[src/rtl/serial_subtractor_pkg.sv]
// Shared constants for the bit-serial subtractor: FSM state encoding and default width.
package serial_subtractor_pkg;

  localparam logic [1:0] ST_IDLE = 2'd0;
  localparam logic [1:0] ST_RUN  = 2'd1;
  localparam logic [1:0] ST_DONE = 2'd2;

  localparam int WIDTH_DEFAULT = 8;

endpackage

[src/rtl/serial_subtractor_full_sub_cell.sv]
// Combinational 1-bit full subtractor; the difference/borrow dual of the full adder cell.
module full_sub_cell (
  input  logic x,
  input  logic y,
  input  logic r,
  output logic diff,
  output logic bnext
);

  assign diff  = x ^ y ^ r;
  assign bnext = (~x & y) | (~(x ^ y) & r);

endmodule

[src/rtl/serial_subtractor.sv]
// Bit-serial subtractor d = a - b - bin, one bit per clock, LSB first.
//   state | meaning
//   IDLE  | waiting for start; d/bout hold the last result
//   RUN   | one operand bit pair processed per edge
//   DONE  | one-cycle done pulse; d/bout valid
module serial_subtractor
  import serial_subtractor_pkg::*;
#(
  parameter int WIDTH = WIDTH_DEFAULT
) (
  input  logic             clk,
  input  logic             rst,
  input  logic             start,
  input  logic [WIDTH-1:0] a,
  input  logic [WIDTH-1:0] b,
  input  logic             bin,
  output logic             busy,
  output logic             done,
  output logic [WIDTH-1:0] d,
  output logic             bout
);

  localparam int CW = (WIDTH > 1) ? $clog2(WIDTH) : 1;

  logic [1:0]       state;
  logic [WIDTH-1:0] sa;
  logic [WIDTH-1:0] sb;
  logic             brw;
  logic [CW-1:0]    cnt;
  logic [WIDTH-1:0] d_q;
  logic             bout_q;
  logic             diff_bit;
  logic             borrow_next;

  full_sub_cell u_cell (
    .x     (sa[0]),
    .y     (sb[0]),
    .r     (brw),
    .diff  (diff_bit),
    .bnext (borrow_next)
  );

  always_ff @(posedge clk or posedge rst) begin
    if (rst) begin
      state  <= ST_IDLE;
      sa     <= '0;
      sb     <= '0;
      brw    <= 1'b0;
      cnt    <= '0;
      d_q    <= '0;
      bout_q <= 1'b0;
    end else begin
      case (state)
        ST_IDLE: begin
          if (start) begin
            sa    <= a;
            sb    <= b;
            brw   <= bin;
            cnt   <= '0;
            state <= ST_RUN;
          end
        end
        ST_RUN: begin
          // Difference bits enter at the MSB so bit 0 lands at d[0] after WIDTH shifts.
          d_q <= {diff_bit, d_q[WIDTH-1:1]};
          sa  <= sa >> 1;
          sb  <= sb >> 1;
          brw <= borrow_next;
          cnt <= cnt + 1'b1;
          if (cnt == CW'(WIDTH - 1)) begin
            bout_q <= borrow_next;
            state  <= ST_DONE;
          end
        end
        ST_DONE: state <= ST_IDLE;
        default: state <= ST_IDLE;
      endcase
    end
  end

  assign busy = (state != ST_IDLE);
  assign done = (state == ST_DONE);
  assign d    = d_q;
  assign bout = bout_q;

endmodule
[config.mk]
export PLATFORM = sky130hd
export DESIGN_NAME = serial_subtractor
export DESIGN_NICKNAME = d
export VERILOG_FILES = /design/src/rtl/serial_subtractor_pkg.sv /design/src/rtl/serial_subtractor_full_sub_cell.sv /design/src/rtl/serial_subtractor.sv
export SDC_FILE = /design/constraint.sdc
export NUM_CORES = 1
export LEC_CHECK = 0
export ABC_CLOCK_PERIOD_IN_PS = 1400
export CORE_UTILIZATION = 45
export CTS_CLUSTER_SIZE = 16
export DETAILED_ROUTE_END_ITERATION = 8
export GPL_TIMING_DRIVEN = 0
export PLACE_DENSITY = 0.72
export SYNTH_ARGS = -nofsm -noshare
export SYNTH_HDL_FRONTEND = slang
export SYNTH_HIERARCHICAL = 1
export SYNTH_SLANG_ARGS = --single-unit
[constraint.sdc]
create_clock -name clk -period 1.4 [get_ports clk]
set_input_delay 0.14 -clock clk [delete_from_list [all_inputs] [get_ports clk]]
set_output_delay 0.14 -clock clk [all_outputs]
set_load 0.03 [all_outputs]
-- Yosys cells after proc, flatten, opt, wreduce, memory -nomap -nowiden
Index checks and enable logic that the tools add are counted.
- eq/ne operators: 5
- reduce and logical (&&, ||, !) cells: 6
- add/subtract/negate cells: 1
- mux-type cells: 11
- bitwise operators: 7
- operators by type and width (kind ; number):
    $pmux 8 s2 ; 2
    $mux 8 ; 2
    $pmux 3 s2 ; 1
    $reduce_and 2->1 ; 3
    $mux 2 ; 2
    $ne 2x2->1 const B ; 2
    $pmux 2 s2 ; 1
    $reduce_bool 2->1 ; 2
    $add 3x1->3 const B ; 1
    $eq 3x3->1 const B ; 1
    $mux 3 ; 1
    $and 1x1->1 ; 2
    $eq 2x1->1 const B ; 1
    $eq 2x2->1 const B ; 1
    $logic_not 2->1 ; 1
    $not 1->1 ; 2
    $pmux 1 s2 ; 1
    $xor 1x1->1 ; 2
    $mux 1 ; 1
    $or 1x1->1 ; 1
- logic and storage cells: 37
- input bits: 20
- output and inout port bits: 11
- bits in registers: 31

-- Logic depth before layout (Yosys ltp)
- depth after elaboration: 5
- depth in mapped cells: 6

-- By module
The synthesis kept the hierarchy.
- by module, submodules not included (module ; sequential area each (µm²) ; area each (µm²) ; cells an instance ; times used):
    serial_subtractor ; 775.7 ; 1471.4 ; 143 ; 1
    full_sub_cell ; 0.0 ; 31.3 ; 4 ; 1

-- Least setup slack after synthesis
No wires, ideal clock.
- path type: reg-to-output
- start: register state[1]
- end: output port done
- cell stages (with the launch flop): 5
- arrival time: 1183 ps
- data required time: 1260 ps
- slack: 77 ps
- buffers on the path: 3
- cell sequence: dfrtp_1 > buf_6 > buf_6 > buf_4 > nor2b_1
- longest elaborated chain between the ends: 1
- ends and longest elaborated chain (item ; RTL line ; source):
    start, declared ; serial_subtractor.sv:25 ; logic [1:0] state;
    start signal, assigned ; serial_subtractor.sv:45 ; state <= ST_IDLE;
    start signal, assigned ; serial_subtractor.sv:60 ; state <= ST_RUN;
    start signal, assigned ; serial_subtractor.sv:72 ; state <= ST_DONE;
    $eq 2x2->1 ; serial_subtractor.sv:82 ; assign done = (state == ST_DONE);
    end, declared ; serial_subtractor.sv:18 ; output logic done,
Every way passes these cells.

-- Final worst setup path
- start: register state[1]
- end: register sa[2]
- longest elaborated chain between the ends: 3
- ends and longest elaborated chain (item ; RTL line ; source):
    $eq 2x1->1 or $logic_not 2->1 (tied branches) ; serial_subtractor.sv:53 ; case (state)
    $reduce_bool 2->1 (no source line) or $ne 2x2->1 (tied branches) ; -- ;
    $reduce_and 2->1 (no source line) ; -- ;
    end signal, assigned ; serial_subtractor.sv:66 ; sa <= sa >> 1;
    end, declared ; serial_subtractor.sv:26 ; logic [WIDTH-1:0] sa;
Parallel ways exist; a longest one is shown, timed or not.
A chain may end at the register's enable or synchronous reset.

==> impl_metrics.toml <==
[place]
routabilityCongestion = 0.8326
detailedPlacementHpwl_mm = 2.204
port_buffers = 30
placedCellCount = 221
placement.setup.worst_slack_ns = -0.3698

[logic_synthesis]
yosys_most_used_dff = "dfrtp_1"
synth-edff-count = 0
synth-seq-cells = 31
synth_most_common_cell = "dfrtp_1"
mappedNetlistArea_um2 = 1503
synth_top_cells_by_area = "dfrtp_1 (52%), nand2_1 (7.5%), o22a_1 (3.5%)"
synthesis.yosys.warnings = 6
synthesis.instances = 147
synth_area_per_cell_um2 = 10.22
ys_seq_area_share_pct = 51.62
synth_top_area_cell = "dfrtp_1"
async_flop_share_pct = 100.0
synth.cells.most_frequent = "dfrtp_1 (31), nand2_1 (30), inv_1 (12)"
synth_cell_types = 29
synth.net_count = 170
netlist.area_leader.share_pct = 51.62

[floorplan]
die-width_um = 59.79
std_cell_rows = 20
chipHeight_um = 59.79
die_area_um2 = 3574
initial_core_utilization_pct = 48.43
floorplan.io_pins = 31
core_area_um2 = 3103

[drt]
drc = 0
routed_via_density = 5.182
drt_iter0_markers = 74
met3_length_um = 156
ant_nets = 0
top_signal_layer_used = "met4"
wl_met2_mm = 1.615
route.detailed.wl_per_inst_um = 13.41
vias = 1254
detail_route.wirelength_mm = 3.245
drt_pass1_iterations = 4
met1Wirelength_mm = 1.422

[power_and_ir_drop]
power.internal_mw = 2.634
p_clk_share_pct = 13.8
ir_drop_mv = 0.9990
combinationalPowerShare_pct = 50.1
leakage_power_nw = 0.9810
power_frac_seq_pct = 36.1
power_per_cell_area_nw_per_um2 = 2102
switching_power_mw = 1.683
power.share.switching_pct = 38.99

[setup_path]
cp-end-kind = "flip-flop"
worst_path_largest_cell_delay_ns = 0.40
worst-endpoint-required_ns = 1.62
path_cells = "buf_8 > buf_4 > o21bai_2 > a221oi_1"
critPathLaunchType = "flip-flop"
worst-setup-path-type = "reg2reg"
critPathTopFamily = "compound AO/OA/AOI/OAI gates"
crit_fanout = 8
worstPathBufferInverterCount = 2
crit_arrival_ns = 1.59
reg2reg_slack_ns = 0.03
timing.critical_path.slowest_stage_cell = "dfrtp_1"

[layout]
filler_cell_count = 266
diodes = 0
area_growth_pct = 36.72
post_route_cells_drive_above_1_share_pct = 20.71
multi_input_area_um2 = 634.4
final_cells = 242
layout.nets = 220
ff_latch_area_um2 = 775.7

[clocking]
cts_made_buffers = 5
clockRootBuffer = "clkbuf_4"
clkSlewWorstSetupHoldPaths_ns = 0.09
cts-root-to-sink-buffers = 2
clkSinkCount = 31
worst_skew_pair.late_latency_ns = 0.33
tritoncts = "done"
cts_max_level = 2

[global_routing]
grtUsageTotal_pct = 20.82
grt_pass1_wl_mm = 5.368
first_global_vias = 1193
antenna_violations_before_repair = 0
gr-total-overflow = 0
grt_max_degree = 32

[timing]
pnr_worst_setup_slack_ns = 0.03390
finalWorstPathRequiredPeriod_ns = 1.366
max_clock_freq_ghz = 0.7320
worst_slew_pin_slew_ns = 1.155
timing.slew.headroom_pct = 22.90
finalClockSkew_ns = 0.007100
final_min_period_over_clock_period_pct = 97.58
slew_viol_final = 0
setup-violations-final = 0
whs_ns = 0.3893
unrepaired_setup_endpoints_after_global_routing = "yes"
finalHoldViolCount = 0
fin_setup_tns_ns = 0

[status]
outcome = "finished, final reports clean"

[run]
max_cap_violations = 0

[worst_hold_path]
hp-class = "in2reg"
-- metal layers --
metal  GRT usage, %  up-vias
met5              0        -
met4          10.96        0
met3          3.896        8
met2          34.29       42
met1          25.83      603
li1               -      601
-- worst min-delay path: cells and delay by family --
kind | cells | cell delay (ns)
AND/OR/NAND/NOR | 1 | 0.06
buffers and inverters | 1 | 0.40
AO/OA/AOI/OAI | 1 | 0.07
-- power groups by stage --
stage	Sequential (mW)	Clock (mW)	Combinational, mW
2_1_floorplan	1.75	0	1.18
3_3_place_gp	1.57	0	1.93
3_5_place_dp	1.59	0	1.98
4_1_cts	1.56	0.604	2.07
5_1_grt	1.61	0.650	2.37
6_report	1.56	0.595	2.16
-- cells in the final DEF (no fill, tap or decap), types with 2 or more instances in the layout --
| cell | n |
|---|---|
| nor2b_4 | 2 |
| a21oi_1 | 7 |
| a221o_1 | 4 |
| o22a_1 | 6 |
| o21ai_1 | 4 |
| nand2_1 | 30 |
| o21ai_0 | 3 |
| dfrtp_1 | 31 |
| nor3b_1 | 6 |
| nor2_4 | 2 |
| clkbuf_4 | 5 |
| buf_4 | 14 |
| buf_2 | 2 |
| clkbuf_8 | 2 |
| buf_6 | 5 |
| a221oi_1 | 4 |
| dlygate4sd2_1 | 9 |
| inv_1 | 11 |
| clkdlybuf4s50_1 | 19 |
| nor3_1 | 4 |
| nor2b_1 | 5 |
| ha_1 | 2 |
| nand2b_1 | 6 |
| a22o_1 | 2 |
-- timing repair --
item | in CTS | in global routing
pin swaps | 0 | 1
gates resized for setup | 27 | 7
endpoints found under the setup margin | 11 | 8
buffers inserted | 10 | 4
hold buffers | 0 | 0
-- flip-flops by register name (all words and copies together), names as in the netlist --
register  count
bout          1
brw           1
cnt           3
d             8
sa            8
sb            8
state         2
-- metrics by stage --
step / instance area, um2 / power [mW] / util (%)
2_1_floorplan: 1503 / 2.930 / -
3_3_place_gp: 1858 / 3.493 / 59.88
3_5_place_dp: 1858 / 3.568 / 59.88
4_1_cts: 2012 / 4.228 / 64.84
5_1_grt: 2054 / 4.629 / 66.21
6_report: 2054 / 4.318 / 66.21
-- cell families after synthesis --
family	Yosys count	share of synthesized area [%]
flip-flops	31	51.62
AND/OR/NAND/NOR	59	20.65
multiplexers	1	0.7493
adder cells (fa/ha/maj)	3	2.997
buffers and inverters	20	7.493
AO/OA/AOI/OAI	33	16.49
-- final cells by class --
class | instances | area share (%)
Buffer | 7 | 3.228
Clock buffer | 8 | 3.350
Inverter | 12 | 2.192
Multi-Input combinational cell | 96 | 30.88
Sequential cell | 31 | 37.76
Tap cell | 44 | 2.680
Timing Repair Buffer | 44 | 19.91
-- path summary, 6_finish.rpt --
kind | from | end | cells past startpoint
max | state[1]$_DFFE_PP0P_ | sa[2]$_DFFE_PP0P_ | 4
min | a[7] | sa[7]$_DFFE_PP0P_ | 3
max reg2reg | state[1]$_DFFE_PP0P_ | sa[2]$_DFFE_PP0P_ | 4
min reg2reg | d[0]$_DFFE_PP0P_ | d[0]$_DFFE_PP0P_ | 2
max in group asynchronous | rst | cnt[1]$_DFFE_PP0P_ | 2
min in group asynchronous | rst | sb[0]$_DFFE_PP0P_ | 2
(Power assumes the default switching activity.)
